--- src/rtl/mips_muldiv_unit.sv ---
// Iterative radix-2 multiply/divide unit with architectural HI/LO registers.
// Signed operations are carried out on magnitudes; the result signs are
// captured at launch and applied in a single fix-up cycle after the loop.
module mips_muldiv_unit #(
  parameter int WIDTH = 32
) (
  input  logic             clock,
  input  logic             reset_n,
  input  logic             start,
  input  logic [1:0]       op,
  input  logic [WIDTH-1:0] srcA,
  input  logic [WIDTH-1:0] srcB,
  input  logic             hi_we,
  input  logic             lo_we,
  input  logic [WIDTH-1:0] wdata,
  output logic             busy,
  output logic             done,
  output logic             div_zero,
  output logic [WIDTH-1:0] hi,
  output logic [WIDTH-1:0] lo
);

  localparam int CW = $clog2(WIDTH);
  localparam logic [CW-1:0] LAST_STEP = CW'(WIDTH - 1);

  typedef enum logic [1:0] {
    S_IDLE,
    S_CALC,
    S_FIX
  } state_t;

  state_t               state_q, state_d;
  logic [CW-1:0]        cnt_q;
  logic                 is_div_q;
  logic                 neg_res_q;   // quotient / product must be negated
  logic                 neg_rem_q;   // remainder takes the dividend's sign
  logic [WIDTH-1:0]     b_mag_q;
  logic [2*WIDTH-1:0]   acc_q;       // mul: {partial, multiplier}; div: {rem, quot}
  logic [WIDTH-1:0]     hi_q, lo_q;
  logic                 done_q, div_zero_q;

  // Operand signs and magnitudes at launch; unsigned ops never negate.
  logic             sign_a, sign_b;
  logic [WIDTH-1:0] a_mag, b_mag;
  assign sign_a = ~op[0] & srcA[WIDTH-1];
  assign sign_b = ~op[0] & srcB[WIDTH-1];
  assign a_mag  = sign_a ? (WIDTH'(0) - srcA) : srcA;
  assign b_mag  = sign_b ? (WIDTH'(0) - srcB) : srcB;

  // One shift-add step: add multiplicand when the current multiplier bit is 1,
  // then shift the whole accumulator right by one.
  logic [WIDTH:0]     mul_sum;
  logic [2*WIDTH-1:0] mul_next;
  assign mul_sum  = {1'b0, acc_q[2*WIDTH-1:WIDTH]} + (acc_q[0] ? {1'b0, b_mag_q} : '0);
  assign mul_next = {mul_sum, acc_q[WIDTH-1:1]};

  // One restoring-divide step: shift the next dividend bit into the remainder,
  // subtract the divisor if it fits, and shift the quotient bit in at the bottom.
  logic [WIDTH:0]     div_shift, div_diff;
  logic               div_ge;
  logic [2*WIDTH-1:0] div_next;
  assign div_shift = acc_q[2*WIDTH-1:WIDTH-1];
  assign div_ge    = div_shift >= {1'b0, b_mag_q};
  assign div_diff  = div_shift - {1'b0, b_mag_q};
  assign div_next  = {(div_ge ? div_diff[WIDTH-1:0] : div_shift[WIDTH-1:0]),
                      acc_q[WIDTH-2:0], div_ge};

  // Sign-corrected results presented to HI/LO at the fix-up edge.
  logic [2*WIDTH-1:0] prod_fix;
  logic [WIDTH-1:0]   quot_fix, rem_fix;
  logic               b_is_zero;
  assign prod_fix  = neg_res_q ? ((2*WIDTH)'(0) - acc_q) : acc_q;
  assign quot_fix  = neg_res_q ? (WIDTH'(0) - acc_q[WIDTH-1:0]) : acc_q[WIDTH-1:0];
  // With a zero divisor every step subtracts nothing, so the remainder ends up
  // as |srcA| and re-applying the dividend sign reproduces srcA exactly.
  assign rem_fix   = neg_rem_q ? (WIDTH'(0) - acc_q[2*WIDTH-1:WIDTH]) : acc_q[2*WIDTH-1:WIDTH];
  assign b_is_zero = (b_mag_q == '0);

  // State register.
  always_ff @(posedge clock or negedge reset_n) begin
    if (!reset_n) state_q <= S_IDLE;
    else          state_q <= state_d;
  end

  // Next-state logic.
  always_comb begin
    // NOTE: default first so every path assigns state_d and no latch is inferred.
    state_d = state_q;
    unique case (state_q)
      S_IDLE:  if (start) state_d = S_CALC;
      S_CALC:  if (cnt_q == LAST_STEP) state_d = S_FIX;
      S_FIX:   state_d = S_IDLE;
      default: state_d = S_IDLE;
    endcase
  end

  // Datapath: operand capture, iteration, fix-up, and MTHI/MTLO writes.
  always_ff @(posedge clock or negedge reset_n) begin
    // NOTE: every register here is plain control/data state, so all of it is
    // reset; an abandoned operation leaves nothing behind in HI/LO.
    if (!reset_n) begin
      cnt_q      <= '0;
      is_div_q   <= 1'b0;
      neg_res_q  <= 1'b0;
      neg_rem_q  <= 1'b0;
      b_mag_q    <= '0;
      acc_q      <= '0;
      hi_q       <= '0;
      lo_q       <= '0;
      done_q     <= 1'b0;
      div_zero_q <= 1'b0;
    end else begin
      // NOTE: non-blocking assignments so all registers update from the
      // pre-edge values, independent of statement order.
      done_q <= 1'b0;
      unique case (state_q)
        S_IDLE: begin
          if (hi_we) hi_q <= wdata;
          if (lo_we) lo_q <= wdata;
          if (start) begin
            cnt_q     <= '0;
            is_div_q  <= op[1];
            neg_res_q <= sign_a ^ sign_b;
            neg_rem_q <= sign_a;
            b_mag_q   <= b_mag;
            acc_q     <= {{WIDTH{1'b0}}, a_mag};
          end
        end
        S_CALC: begin
          cnt_q <= cnt_q + 1'b1;
          acc_q <= is_div_q ? div_next : mul_next;
        end
        S_FIX: begin
          done_q <= 1'b1;
          if (is_div_q) begin
            hi_q       <= rem_fix;
            lo_q       <= b_is_zero ? '1 : quot_fix;
            div_zero_q <= b_is_zero;
          end else begin
            hi_q       <= prod_fix[2*WIDTH-1:WIDTH];
            lo_q       <= prod_fix[WIDTH-1:0];
            div_zero_q <= 1'b0;
          end
        end
        default: ;
      endcase
    end
  end

  assign busy     = (state_q != S_IDLE);
  assign done     = done_q;
  assign div_zero = div_zero_q;
  assign hi       = hi_q;
  assign lo       = lo_q;

endmodule

--- config.mk ---
export PLATFORM = sky130hd
export DESIGN_NAME = mips_muldiv_unit
export DESIGN_NICKNAME = d
export VERILOG_FILES = /design/src/rtl/mips_muldiv_unit.sv
export SDC_FILE = /design/constraint.sdc
export NUM_CORES = 1
export LEC_CHECK = 0
export CORE_UTILIZATION = 53
export CTS_BUF_LIST = sky130_fd_sc_hd__clkbuf_2 sky130_fd_sc_hd__clkbuf_4 sky130_fd_sc_hd__clkbuf_8
export DETAILED_ROUTE_END_ITERATION = 10
export PLACE_DENSITY = 0.79
export SYNTH_ARGS = -nofsm -noshare
export SYNTH_HDL_FRONTEND = slang
export SYNTH_SLANG_ARGS = --single-unit
--- constraint.sdc ---
create_clock -name clock -period 3.45 [get_ports clock]
set_input_delay 0.69 -clock clock [delete_from_list [all_inputs] [get_ports clock]]
set_output_delay 0.69 -clock clock [all_outputs]
set_load 0.05 [all_outputs]
# Word-level counts from Yosys, hierarchy flattened
# Cells that the tools add are included.
dict set report totals {
  elab_cells 65
  input_bits 103
  output_inout_bits 67
  register_bits 172
}
dict set report classes {
  reduce_logical 10
  bitwise_logic 4
  mux 24
  add_sub_neg 8
  magnitude_cmp 1
  eq_ne 7
}
# operator count
set ops {}
lappend ops {{$mux W32} 11}
lappend ops {{$mux W64} 3}
lappend ops {{$pmux W32 S2} 2}
lappend ops {{$pmux W64 S2} 1}
lappend ops {{$sub A1 B32 Y32 const A} 4}
lappend ops {{$sub A1 B64 Y64 const A} 1}
lappend ops {{$add A32 B32 Y33} 1}
lappend ops {{$ge A33 B32 Y1} 1}
lappend ops {{$logic_not A32 Y1} 1}
lappend ops {{$sub A32 B32 Y32} 1}
lappend ops {{$pmux W5 S2} 1}
lappend ops {{$reduce_and A2 Y1} 5}
lappend ops {{$ne A2 B2 Y1 const B} 4}
lappend ops {{$reduce_bool A2 Y1} 3}
lappend ops {{$add A5 B1 Y5 const B} 1}
lappend ops {{$eq A5 B5 Y1 const B} 1}
lappend ops {{$mux W5} 1}
lappend ops {{$mux W2} 2}
lappend ops {{$pmux W2 S2} 1}
lappend ops {{$and A1 B1 Y1} 2}
lappend ops {{$eq A2 B1 Y1 const B} 1}
lappend ops {{$eq A2 B2 Y1 const B} 1}
lappend ops {{$logic_not A2 Y1} 1}
lappend ops {{$mux W1} 2}
lappend ops {{other kinds (2)} 2}

# Depth between registers and ports, before layout
dict set report depth {
  ltp_word 5
  ltp_mapped 13
  ltp_nobuf 12
}

# Worst setup path before layout
# No wires, ideal clock.
dict set report synth_path {
  path_type {reg-to-reg}
  start {register acc_q[41]}
  end {register acc_q[59]}
  setup_time_ps 94
  path_stages_with_launch 11
  n_path_buf 1
  required_time_ps 3356
  t_arrival_ps 3357
  synth_period_minus_slack_ps 3451
  path_slack_ps -1
  cell_sequence {dfrtp_1 -> ha_1 -> clkbuf_1 -> and3_1 -> nand4_1 -> a2111oi_2 -> nor3_1 -> o31ai_1 -> mux2_2 -> or4_1 -> a211oi_1}
}
dict set report synth_between {
  elab_chain_cells 4
  word_cells_on_any_way 6
  cone_classes {add/sub (2); order compare (1); mux (3)}
}
# element line_no
set synth_lines {}
lappend synth_lines {{start: declaration} 38} ;# logic [2*WIDTH-1:0] acc_q;
lappend synth_lines {{start signal: assignment} 126} ;# acc_q <= {{WIDTH{1'b0}}, a_mag};
lappend synth_lines {{start signal: assignment} 131} ;# acc_q <= is_div_q ? div_next : mul_next;
lappend synth_lines {{$sub A32 B32 Y32 or $ge A33 B32 Y1 (tied branches)} {64, 63}}
lappend synth_lines {{$mux W32} 65} ;# assign div_next = {(div_ge ? div_diff[WIDTH-1:0] : div_shift[WIDTH-1:0]),
lappend synth_lines {{$mux W64 (*)} 131}
lappend synth_lines {{$pmux W64 S2 (*)} 116} ;# unique case (state_q)
# Mark *: on every way between the ends. The rest lies on a longest branch, timed or not.
# A chain may end at the register's enable or synchronous reset.

# Final worst setup path
dict set report layout_path {
  start {register acc_q[12]}
  end {register hi_q[9] (netlist: hi[9])}
}
dict set report layout_between {
  elab_chain_cells 4
}
# element line_no
set layout_lines {}
lappend layout_lines {{$sub A1 B64 Y64} 72} ;# assign prod_fix = neg_res_q ? ((2*WIDTH)'(0) - acc_q) : acc_q;
lappend layout_lines {{$mux W64} 72}
lappend layout_lines {{$mux W32} 135} ;# if (is_div_q) begin
lappend layout_lines {{$pmux W32 S2} 116}
lappend layout_lines {{end signal: assignment} 118} ;# if (hi_we) hi_q <= wdata;
lappend layout_lines {{end signal: assignment} 136} ;# hi_q <= rem_fix;
lappend layout_lines {{end signal: assignment} 140} ;# hi_q <= prod_fix[2*WIDTH-1:WIDTH];
lappend layout_lines {{end: declaration} 39} ;# logic [WIDTH-1:0] hi_q, lo_q;
# No other way between the ends.

==> results.toml <==
[power_and_ir_drop]
switching_share_pct = 52.8
power.share.combinational_pct = 74.1
p_int_mw = 9.99
p_per_area_mw_per_mm2 = 1180
p_leak_nw = 7.51
p_clk_share_pct = 7.3
p_total_mw = 21.2
irDropWorstVdd_uv = 525
switchingPower_mw = 11.2
p_seq_share_pct = 18.6

[sta]
finalSetupTns_ps = 0
slew_headroom_pct = 41.9
clock.fmax_ghz = 0.301
rsz0062_at_grt = "yes"
hold_viol = 0
fin_skew_ps = 23.8
setup_viol = 0
fin_crit_sh_pct = 96.4
fin_crit_ps = 3330
tightest_slew_ps = 862
final_max_slew_viol_count = 0

[logic_synthesis]
synth-xor-area-share_pct = 9.53
yosysTopAreaCell = "dfrtp_1"
synthAdderAreaFrac_pct = 6.30
syn_inst = 1834
synthMostInstantiatedCell = "nand2_1"
synthTopCellsByCount = "187 x nand2_1, 184 x o21ai_0, 172 x dfrtp_1"
synth_edf_count = 0
ys_top_cells_by_area = "dfrtp_1 30%, o21ai_0 6.3%, ha_1 6.0%"
yosysWarningCount = 0
synthMuxAreaShare_pct = 4.02
synth_seq_cells = 172
syn_nets = 2009
syn-cell-area_mm2 = 0.0145
ys_seq_area_share_pct = 29.6
avgSynthCellArea_um2 = 7.92
synth_top_family_by_area = "compound AO/OA/AOI/OAI gates"
synth_compound_area_share_pct = 26.2
synth_top_area_share_pct = 29.6
async_reset_ff_share_pct = 100
synth_flop_cell = "dfrtp_1"
synth_simple_gate_area_share_pct = 19.6
ys_types = 77

[worst_setup_path]
crit_family = "simple AND/OR/NAND/NOR gates"
cp_max_fo = 7
required_ps = 3860
reg2reg_from = "acc_q[12]$_DFFE_PN0P_"
crit_chain = "or4_4 -> or3_4 -> or4_4 -> or4_1 -> a21oi_1 -> xnor2_1 -> nand2_1 -> a31oi_1"
timing.rr.end = "hi[9]$_DFFE_PN0P_"
start_kind = "flop"
crit_arrival_ps = 3740
r2r_slack_ps = 120
rr_worst_depth = 8
crit_path_frequent_cell = "or4_4"
slowest_delay_ps = 720
critPathSlowestCell = "or4_1"
critPathLaunch = "acc_q[12]$_DFFE_PN0P_"
path_class = "flop to flop"
cp_num_buf_inv = 0
endpoint_kind = "flop"

[floorplanning]
die_h_um = 168
die_x_um = 168
top_level_ports = 170
die_area_mm2 = 0.0281
rows = 60
core_mm2 = 0.0270
start_util_pct = 53.9

[detailed_routing]
num_vias = 15300
avgViaCountPerCell = 6.29
drt_iter0_drc = 1635
post-route-drc-count = 0
drt_pass1_iterations = 5
routed_wl_um = 49200
wire_per_inst_um = 20.3
ant_nets = 0

[clock_tree]
clock_latency_ps = 490
cts.path.max_buffers = 2
hold_buffers = 0
numCtsBuffers = 17
clkSlewWorstSetupHoldPaths_ps = 120
cts_sinks = 172
root_buffer = "clkbuf_8"
cts_tree = "built"
cts_max_level = 4

[layout]
fill_cells = 2252
nets = 2248
drive_above_1_share_pct = 11.6
synthToLayoutAreaGrowth_pct = 23.7
diodes = 0
seq_area_mm2 = 0.00431
multi_input_area_mm2 = 0.00959

[grt]
met3_usage_pct = 6.36
antenna_found_initial = 0
grt_pass1_wl_um = 77500
grt_use_met2_pct = 52.4
busiest_layer = "met2"
grt_max_degree = 79
grt_pass1_vias = 14100
gr-usage-met1_pct = 51.8
overflow = 0
grt_usage_pct = 35.1

[placement]
port_buffers = 169
gp_congestion = 1.02
dp_hpwl_um = 38100

[worst_hold_path]
hp-class = "input port to async pin"

[job]
maxCapViolations = 0

[run_status]
status = "completed"
==> cell usage in the layout (no fill, tap or decap), types with 14 or more instances in the layout <==
cell	instances
nand2_1	186
o21ai_0	183
dfrtp_1	171
clkdlybuf4s50_1	168
buf_4	164
nor2_1	162
a21oi_1	152
xnor2_1	91
ha_1	70
xor2_1	67
inv_1	62
mux2i_1	55
nor3_1	37
o211ai_1	29
nand3_1	28
a31oi_1	27
o31ai_1	26
o22a_1	24
or4_1	23
nor4_1	22
nand4_1	19
or3_1	19
nand2b_1	18
a21o_1	18
a22oi_1	17
clkbuf_8	17
and3_1	15
or2_2	14
a211oi_1	14
==> power groups by stage <==
stage / logic [mW] / registers, mW / clock network, mW
finish: 15.7 / 3.94 / 1.55
floorplan: 8.78 / 5.07 / 0
global route: 16.9 / 4.07 / 1.63
global placement: 15.0 / 3.90 / 0
detailed placement: 15.2 / 3.95 / 0
CTS: 15.3 / 3.91 / 1.56
==> layout make-up <==
type	instances	share of cell area (%)
multi-input combinational	1482	53.4
sequential	172	24.0
timing repair buffer	337	16.7
tap	341	2.37
inverter	63	1.32
clock buffer	17	1.30
clock inverter	15	1.03
==> timing repair <==
action	in CTS	in global routing
gates resized for setup	0	11
setup endpoints to repair	0	10
buffers inserted	0	1
==> per-stage QoR <==
stage	instances	utilization (%)	worst slack, ps	hold WS, ps	cell area [µm²]
after global routing	2427	66.7	-7.74	269	18000
after floorplan	1834	-	86.6	394	14500
after global placement	2394	64.9	-20.1	463	17500
after CTS	2426	66.5	64.7	239	17900
final	2427	66.7	123	220	18000
after detailed placement	2394	64.9	-112	471	17500
==> sequential cells by signal, indices dropped and copies added (netlist names) <==
signal	cells
neg_rem_q	1
done	1
acc_q	64
neg_res_q	1
lo	32
div_zero	1
cnt_q	5
b_mag_q	32
is_div_q	1
hi	32
state_q	2
==> routing by layer <==
layer | vias up | routed length, µm
met3 | 82 | 4400
met4 | 0 | 1260
met1 | 7281 | 22400
li1 | 7171 | -
met2 | 736 | 21100
met5 | - | 0
==> how the worst max path moves through the flow <==
stage / to / slack [ps] / cells past startpoint
finish: hi[9]$_DFFE_PN0P_ / 120 / 8
global route: acc_q[62]$_DFFE_PN0P_ / -8 / 14
CTS: acc_q[56]$_DFFE_PN0P_ / 60 / 14
detailed placement: b_mag_q[30]$_DFFE_PN0P_ / -110 / 9
global placement: b_mag_q[26]$_DFFE_PN0P_ / -20 / 9
floorplan: acc_q[59]$_DFFE_PN0P_ / 90 / 10
==> kinds of logic (layout without fill, tap and decap cells) <==
family / count (synthesis) / count (layout)
AND/OR/NAND/NOR: 595 / 595
multiplexers: 58 / 58
adder cells (fa/ha/maj): 72 / 72
flip-flops: 172 / 172
AO/OA/AOI/OAI: 599 / 599
XOR/XNOR: 158 / 158
buffers and inverters: 180 / 432
Note: power is estimated with default switching activity, not from simulation.
